==> src/rtl/uart_tx.sv <==
// rtl/uart_tx.sv - UART transmitter with one-entry holding buffer, optional parity, 1/2 stop bits
module uart_tx #(
    parameter int DATA_BITS = 8,
    parameter int PARITY    = 0,
    parameter int STOP_BITS = 1
) (
    input  logic                 clk,
    input  logic                 rst_n,
    input  logic                 baud_clk,
    input  logic [DATA_BITS-1:0] tx_data,
    input  logic                 tx_valid,
    output logic                 tx_ready,
    output logic                 tx,
    output logic                 busy
);

    typedef enum logic [2:0] {
        S_IDLE,
        S_START,
        S_DATA,
        S_PAR,
        S_STOP
    } state_t;

    // Last data-bit count; for 8 data bits the 3-bit counter wraps to 0
    localparam logic [2:0] LP_LAST     = 3'(DATA_BITS);
    localparam logic       LP_HAS_PAR  = (PARITY != 0);
    localparam logic       LP_ODD      = (PARITY == 2);
    localparam logic       LP_TWO_STOP = (STOP_BITS == 2);

    logic                 r_baud_q;
    logic [DATA_BITS-1:0] r_buf;
    logic                 r_full;
    logic [DATA_BITS-1:0] r_shift;
    logic                 r_par;
    logic [2:0]           r_cnt;
    logic                 r_stop_cnt;
    state_t               r_state;
    logic                 r_tx;
    logic                 r_tx_ready;
    logic                 r_busy;

    logic w_tick;
    logic w_accept;

    assign w_tick   = baud_clk & ~r_baud_q;
    assign w_accept = tx_valid & ~r_full;

    assign tx       = r_tx;
    assign tx_ready = r_tx_ready;
    assign busy     = r_busy;

    // Delay baud_clk by one clk so its rising edge becomes a one-cycle bit tick
    always_ff @(posedge clk or negedge rst_n) begin
        if (!rst_n) begin
            r_baud_q <= 1'b0;
        end else begin
            r_baud_q <= baud_clk;
        end
    end

    // Holding buffer handshake plus frame sequencer; every output is a register
    always_ff @(posedge clk or negedge rst_n) begin
        if (!rst_n) begin
            r_buf      <= '0;
            r_full     <= 1'b0;
            r_shift    <= '0;
            r_par      <= 1'b0;
            r_cnt      <= 3'd0;
            r_stop_cnt <= 1'b0;
            r_state    <= S_IDLE;
            r_tx       <= 1'b1;
            r_tx_ready <= 1'b1;
            r_busy     <= 1'b0;
        end else begin
            // Accept only while empty; a load can only happen while full, so the two never collide
            if (w_accept) begin
                r_buf      <= tx_data;
                r_full     <= 1'b1;
                r_tx_ready <= 1'b0;
                r_busy     <= 1'b1;
            end

            if (w_tick) begin
                case (r_state)
                    S_IDLE: begin
                        if (r_full) begin
                            r_shift    <= r_buf;
                            r_par      <= (^r_buf) ^ LP_ODD;
                            r_full     <= 1'b0;
                            r_tx_ready <= 1'b1;
                            r_tx       <= 1'b0;
                            r_state    <= S_START;
                        end
                    end
                    S_START: begin
                        r_tx    <= r_shift[0];
                        r_shift <= r_shift >> 1;
                        r_cnt   <= 3'd1;
                        r_state <= S_DATA;
                    end
                    S_DATA: begin
                        if (r_cnt != LP_LAST) begin
                            r_tx    <= r_shift[0];
                            r_shift <= r_shift >> 1;
                            r_cnt   <= r_cnt + 3'd1;
                        end else if (LP_HAS_PAR) begin
                            r_tx    <= r_par;
                            r_state <= S_PAR;
                        end else begin
                            r_tx       <= 1'b1;
                            r_stop_cnt <= 1'b0;
                            r_state    <= S_STOP;
                        end
                    end
                    S_PAR: begin
                        r_tx       <= 1'b1;
                        r_stop_cnt <= 1'b0;
                        r_state    <= S_STOP;
                    end
                    S_STOP: begin
                        if (LP_TWO_STOP && !r_stop_cnt) begin
                            r_stop_cnt <= 1'b1;
                        end else if (r_full) begin
                            // Next byte already waiting: start bit follows the stop bit directly
                            r_shift    <= r_buf;
                            r_par      <= (^r_buf) ^ LP_ODD;
                            r_full     <= 1'b0;
                            r_tx_ready <= 1'b1;
                            r_tx       <= 1'b0;
                            r_state    <= S_START;
                        end else begin
                            r_state <= S_IDLE;
                            r_busy  <= w_accept;
                        end
                    end
                    default: begin
                        r_tx    <= 1'b1;
                        r_state <= S_IDLE;
                    end
                endcase
            end
        end
    end

endmodule

==> config.mk <==
export PLATFORM = sky130hd
export DESIGN_NAME = uart_tx
export DESIGN_NICKNAME = d
export VERILOG_FILES = /design/src/rtl/uart_tx.sv
export SDC_FILE = /design/constraint.sdc
export NUM_CORES = 1
export LEC_CHECK = 0
export BUFFER_PORTS_ARGS = -buffer_cell sky130_fd_sc_hd__buf_4
export CAP_MARGIN = 30
export CORE_ASPECT_RATIO = 0.6
export CORE_MARGIN = 2
export CORE_UTILIZATION = 45
export DETAILED_ROUTE_END_ITERATION = 7
export HOLD_SLACK_MARGIN = 0.15
export PLACE_DENSITY_LB_ADDON = 0.3
export SLEW_MARGIN = 0
export SYNTH_ARGS = -nofsm -noshare
export SYNTH_HDL_FRONTEND = slang
export SYNTH_SLANG_ARGS = --single-unit
==> constraint.sdc <==
create_clock -name clk -period 4 [get_ports clk]
set_input_delay 0.4 -clock clk [delete_from_list [all_inputs] [get_ports clk]]
set_output_delay 0.4 -clock clk [all_outputs]
set_load 0.01 [all_outputs]
==> run_results.csv, run 1 <==
group,metric,value,unit
outcome,outcome,"finished, final reports clean",
timing,min_period,1.877,ns
global_routing,grt_pass1_wl,3657,um
timing,max_slew_margin,44.14,%
synth,yosysMostFrequentCell,"dfrtp_1",
floorplan,fp-row-count,15,
route,firstDrtPassIters,4,
setup_path,crit_arrival,2.05,ns
setup_path,r2r-end,"r_shift[0]",
synth,synth_area_leaders,"dfrtp_1, mux2_4, mux2_2",
route,drc_errors,0,
power_and_ir_drop,finalPower,0.001172,W
timing,min_period_over_period,46.93,%
route,via_per_inst,5.182,
finish,seqCellArea,678.2,um2
floorplan,pin_count,15,
synth,avgSynthCellArea,13.12,um2
power_and_ir_drop,ir_drop,0.0002933,V
timing,worst_pin_slew,0.8362,ns
timing,setup_slack,2.123,ns
min_path,min_from,"baud_clk",
finish,stdcell_area,1528,um2
synth,ys_top_cells_by_count,"dfrtp_1, mux2_4, mux2_2, o21ai_0, inv_1",
global_routing,overflow,0,
synth,synth_top_area_cell,"dfrtp_1",
clock_tree,cts_num_sinks,27,
synth,synth_nets,117,
clock_tree,path_clk_slew,0.10,ns
floorplan,die_area,3472,um2
finish,syn_to_final_growth,13.06,%
min_path,min_to,"r_baud_q",
setup_path,endpoint_kind,"flop",
setup_path,start_kind,"flop",
min_path,hold_path.class,"input pin to flop",
synth,postSynth.asyncResetShare,100.0,%
synth,syn_area,1351,um2
clock_tree,cts_buffers,3,
synth,yosysSeqAreaShare,50.19,%
global_routing,grt_pass1_vias,766,
power_and_ir_drop,power.density,766.9,nW/um2
clock_tree,clk_latency,0.28,ns
route,ant_nets,0,
setup_path,crit_type,"flop to flop",
timing,setup_tns,0,ns
route,vias,824,
timing,max_freq,532.7,MHz
timing,rsz0062_at_grt,"no",
setup_path,worstPathRequired,4.17,ns
power_and_ir_drop,p_leak,0.6862,nW
setup_path,critPathMaxFanout,7,
finish,utilization,53.20,%
synth,synth_cell_types,32,
placement,io_buffers,14,
setup_path,reg2reg_from,"r_cnt[0]",
synth,ys.flop_type,"dfrtp_1",
timing,finalSetupViolations,0,
global_routing,grt_max_degree,28,
placement,dpl-instance-area,1468,um2
timing,skew,0.005397,ns
finish,multi_input_area,613.1,um2
min_path,hold_depth,1,
finish,nets,132,
setup_path,r2r_cells,6,
timing,drv_slew,0,
placement,pre_cts_ws,2.152,ns
clock_tree,htreeDepth,1,
setup_path,r2r_slack,2.12,ns
floorplan,dieHeight,46.45,um
route,routedWlPerCell,13.53,um
floorplan,core,2872,um2
route,drt_iter0_markers,29,
placement,dp_hpwl,1577,um
synth,syn_inst,103,
finish,antenna-diode-count,0,
timing,hold_viol,0,
synth,ys_seq_elements,27,
route,drt-total-wl,2152,um
floorplan,start_util,47.06,%
clock_tree,cts_buffer_depth,2,
global_routing,grtUsageTotal,14.85,%
clock_tree,cts_tree,"done",
synth,synth_edf_count,0,
finish,drive_gt1_share,40.17,%
synth,yosysWarnings,0,
floorplan,die_x,74.75,um
run,cap_viol_max_count,0,
clock_tree,clockRootBuffer,"clkbuf_8",
finish,fillers,263,
global_routing,antenna_found_initial,0,
synth,yosysTopAreaCellShare,46.30,%
placement,gp_congestion,0.7142,
[metrics by stage]
stage | cells | hold WS [ns]
after floorplan | 103 | 0.1044
after global placement | 154 | 0.3333
after detailed placement | 154 | 0.3347
after CTS | 159 | 0.2270
after global routing | 159 | 0.2147
final | 159 | 0.2328
[cell families after synthesis]
group | share of synthesized area (%)
DFF | 50.19
AOI/OAI and AO/OA | 11.39
and+or+nand+nor | 9.074
adders and majority gates | 1.852
buffers and inverters | 4.444
xor gates and xnor gates | 0.6483
muxes | 22.41
[final cells by class]
type                    count  share of cell area, %
flip-flops and latches     27                  44.39
multi-input cells          66                  40.13
repair buffers             15                  7.535
well taps                  42                  3.440
clock buffers               3                  2.703
inverters                   5                  1.228
clock inverters             1                 0.5733
[worst max-delay path, cell delays in order, from the launching register on]
cell	delay (ns)
dfrtp_1	0.38
inv_1	0.08
ha_1	0.20
nor2b_1	0.20
o31a_1	0.33
nor2_8	0.22
mux2_2	0.36
[where the power goes]
group	total (W)	internal [W]	switching, W
clock	0.000163	0.0000732	0.0000897
combinational	0.000498	0.000304	0.000194
sequential	0.000511	0.000403	0.000108
[flip-flops by register name, summed over array words and instances (netlist names), named ones only]
| register | flops |
|---|---|
| tx | 1 |
| r_full | 1 |
| r_cnt | 3 |
| r_state | 3 |
| r_baud_q | 1 |
| r_buf | 8 |
| tx_ready | 1 |
| r_shift | 8 |
[worst max-delay path by stage]
stage                         from          to  slack, ns  depth (start not counted)
after floorplan           r_cnt[0]  r_shift[0]       2.28                          6
after global placement    r_cnt[0]  r_shift[5]       2.20                          6
after detailed placement  r_cnt[0]  r_shift[0]       2.15                          6
after CTS                 r_cnt[0]  r_shift[0]       2.13                          6
after global routing      r_cnt[0]  r_shift[0]       2.01                          6
final                     r_cnt[0]  r_shift[0]       2.12                          6
[layer usage]
metal	vias to the layer above	GRT usage (%)	wire length, um
met4	0	3.214	19
met2	18	21.77	899
met3	3	5.252	107
met5	-	0	0
li1	398	-	-
met1	405	21.26	1126
[timing repair]
item,in CTS,in global routing
buffers inserted,0,0
hold buffers,1,0
endpoints found under the hold margin,25,0
resized for setup,0,0
[placed cells by master (no fill, tap or decap), types with 2 or more instances in the layout]
cell      instances
a21o_1            2
a22o_1            2
buf_4            14
clkbuf_8          3
dfrtp_1          25
dfstp_2           2
ha_1              2
inv_1             5
mux2_2           10
mux2_4           12
nand2b_1          2
nand3_1           2
nor2_1            4
nor2b_1           4
o21ai_0           8
o31ai_1           3
Power figures use the tool's default switching activity.
==> inputs of run 2 (changes only) <==
- clock period: 4 -> 1.6 ns (I/O delays scaled with it)
==> run_results.csv, run 2 (synthesized netlist as in run 1, its figures left out) <==
group,metric,value,unit
finish,top_regs,"r_buf: 8 flops, r_shift: 8 flops",
route,ant_nets,0,
power_and_ir_drop,ir_drop,0.0008189,V
floorplan,fp-row-count,15,
floorplan,start_util,47.06,%
finish,syn_to_final_growth,27.41,%
global_routing,grtUsageTotal,17.22,%
placement,gp_congestion,0.7208,
global_routing,use_met1,24.86,%
timing,max_freq,612.7,MHz
clock_tree,cts_num_sinks,27,
floorplan,dieHeight,46.45,um
route,via_per_inst,4.972,
run,cap_viol_max_count,0,
floorplan,die_area,3472,um2
clock_tree,clk_latency,0.27,ns
route,drc_errors,0,
global_routing,met2_usage,25.84,%
global_routing,grt_pass1_wl,4243,um
timing,max_slew_margin,77.17,%
clock_tree,cts_buffer_depth,2,
route,routedWlPerCell,14.32,um
timing,skew,0.005461,ns
global_routing,overflow,0,
floorplan,core,2872,um2
setup_path,crit_arrival,1.79,ns
timing,hold_viol,0,
placement,dp_hpwl,1868,um
timing,finalSetupViolations,7,
finish,mostFrequentLayoutCells,"dfrtp_1, buf_4, mux2_4",
clock_tree,clockRootBuffer,"clkbuf_8",
setup_path,critPathMaxFanout,7,
setup_path,crit_type,"flop to flop",
clock_tree,post_cts_resized,0,
route,vias,890,
outcome,outcome,"finished with violations",
global_routing,antenna_found_initial,0,
timing,min_period,1.632,ns
clock_tree,htreeDepth,1,
floorplan,die_x,74.75,um
min_path,hold_path.class,"input pin to asynchronous set/reset pin",
global_routing,grt_pass1_vias,858,
route,drt-total-wl,2563,um
setup_path,worstPathRequired,1.76,ns
power_and_ir_drop,power.density,1817,nW/um2
finish,final_common_cell,"dfrtp_1",
global_routing,use_met3,5.252,%
timing,drv_slew,0,
clock_tree,cts_buffers,3,
clock_tree,path_clk_slew,0.09,ns
global_routing,grt_max_degree,28,
floorplan,pin_count,15,
clock_tree,cts_tree,"done",
finish,fillers,244,
setup_path,start_kind,"flop",
timing,rsz0062_at_grt,"yes",
timing,worst_pin_slew,0.3425,ns
finish,antenna-diode-count,0,
finish,nets,152,
route,drt_iter0_markers,53,
timing,min_period_over_period,102.0,%
timing,setup_tns,-0.1775,ns
power_and_ir_drop,finalPower,0.003129,W
placement,io_buffers,14,
setup_path,endpoint_kind,"flop",
finish,drive_gt1_share,43.80,%
global_routing,grt-busiest-layer,"met2",
power_and_ir_drop,p_leak,0.7784,nW
placement,pre_cts_ws,-0.1006,ns
timing,setup_slack,-0.03210,ns
outcome,violations,"negative setup slack",
route,firstDrtPassIters,4,
## run 2: report_power, final
group          switching [W]  internal (W)
registers           0.000254       0.00101
logic               0.000573      0.000915
clock network       0.000199      0.000178
total                0.00103       0.00210
## run 2: repair_timing
| item | 4_1_cts | 5_1_grt |
|---|---|---|
| hold buffers | 11 | 0 |
| cloned | 0 | 0 |
| endpoints found under the hold margin | 37 | 0 |
| buffers inserted | 1 | 0 |
| pin swaps | 3 | 1 |
| setup endpoints to repair | 7 | 7 |
## run 2: worst paths after layout
path / to / cells after the start / slack [ns] / start
max in group asynchronous: tx_ready / 2 / 0.96 / rst_n
max reg2reg: r_shift[6] / 6 / -0.03 / r_cnt[0]
min reg2reg: tx / 2 / 0.47 / tx
min: r_shift[1] / 2 / 0.33 / rst_n
min in group clk: r_state[0] / 3 / 0.38 / baud_clk
max: r_shift[6] / 6 / -0.03 / r_cnt[0]
## run 2: metrics by stage
stage	util [%]	area [um2]	hold slack, ns	instances
2_1_floorplan	-	1375	-0.1356	103
3_3_place_gp	54.29	1559	0.09143	163
3_5_place_dp	54.29	1559	0.09367	163
4_1_cts	59.96	1722	0.3372	179
5_1_grt	59.96	1722	0.3485	179
6_report	59.96	1722	0.3341	179
## run 2: layout make-up
cell class              count  area, um2  area share (%)
well taps                  42      52.55           3.052
multi-input cells          66      636.9           36.99
repair buffers             35      290.3           16.86
clock buffers               4      45.04           2.616
flip-flops and latches     27      678.2           39.39
inverters                   5      18.77           1.090
## run 2: worst max-delay path: stages (launching register included)
cell,delay (ns)
dfrtp_1,0.37
inv_2,0.05
ha_4,0.15
nor2b_4,0.12
o31a_1,0.31
nor2_8,0.20
mux2_4,0.32
## run 2: layer usage
| metal | up-vias | share of wire [%] |
|---|---|---|
| li1 | 436 | - |
| met1 | 436 | 50 |
| met2 | 16 | 46 |
| met3 | 2 | 3.3 |
| met4 | 0 | 0.35 |
| met5 | - | 0 |
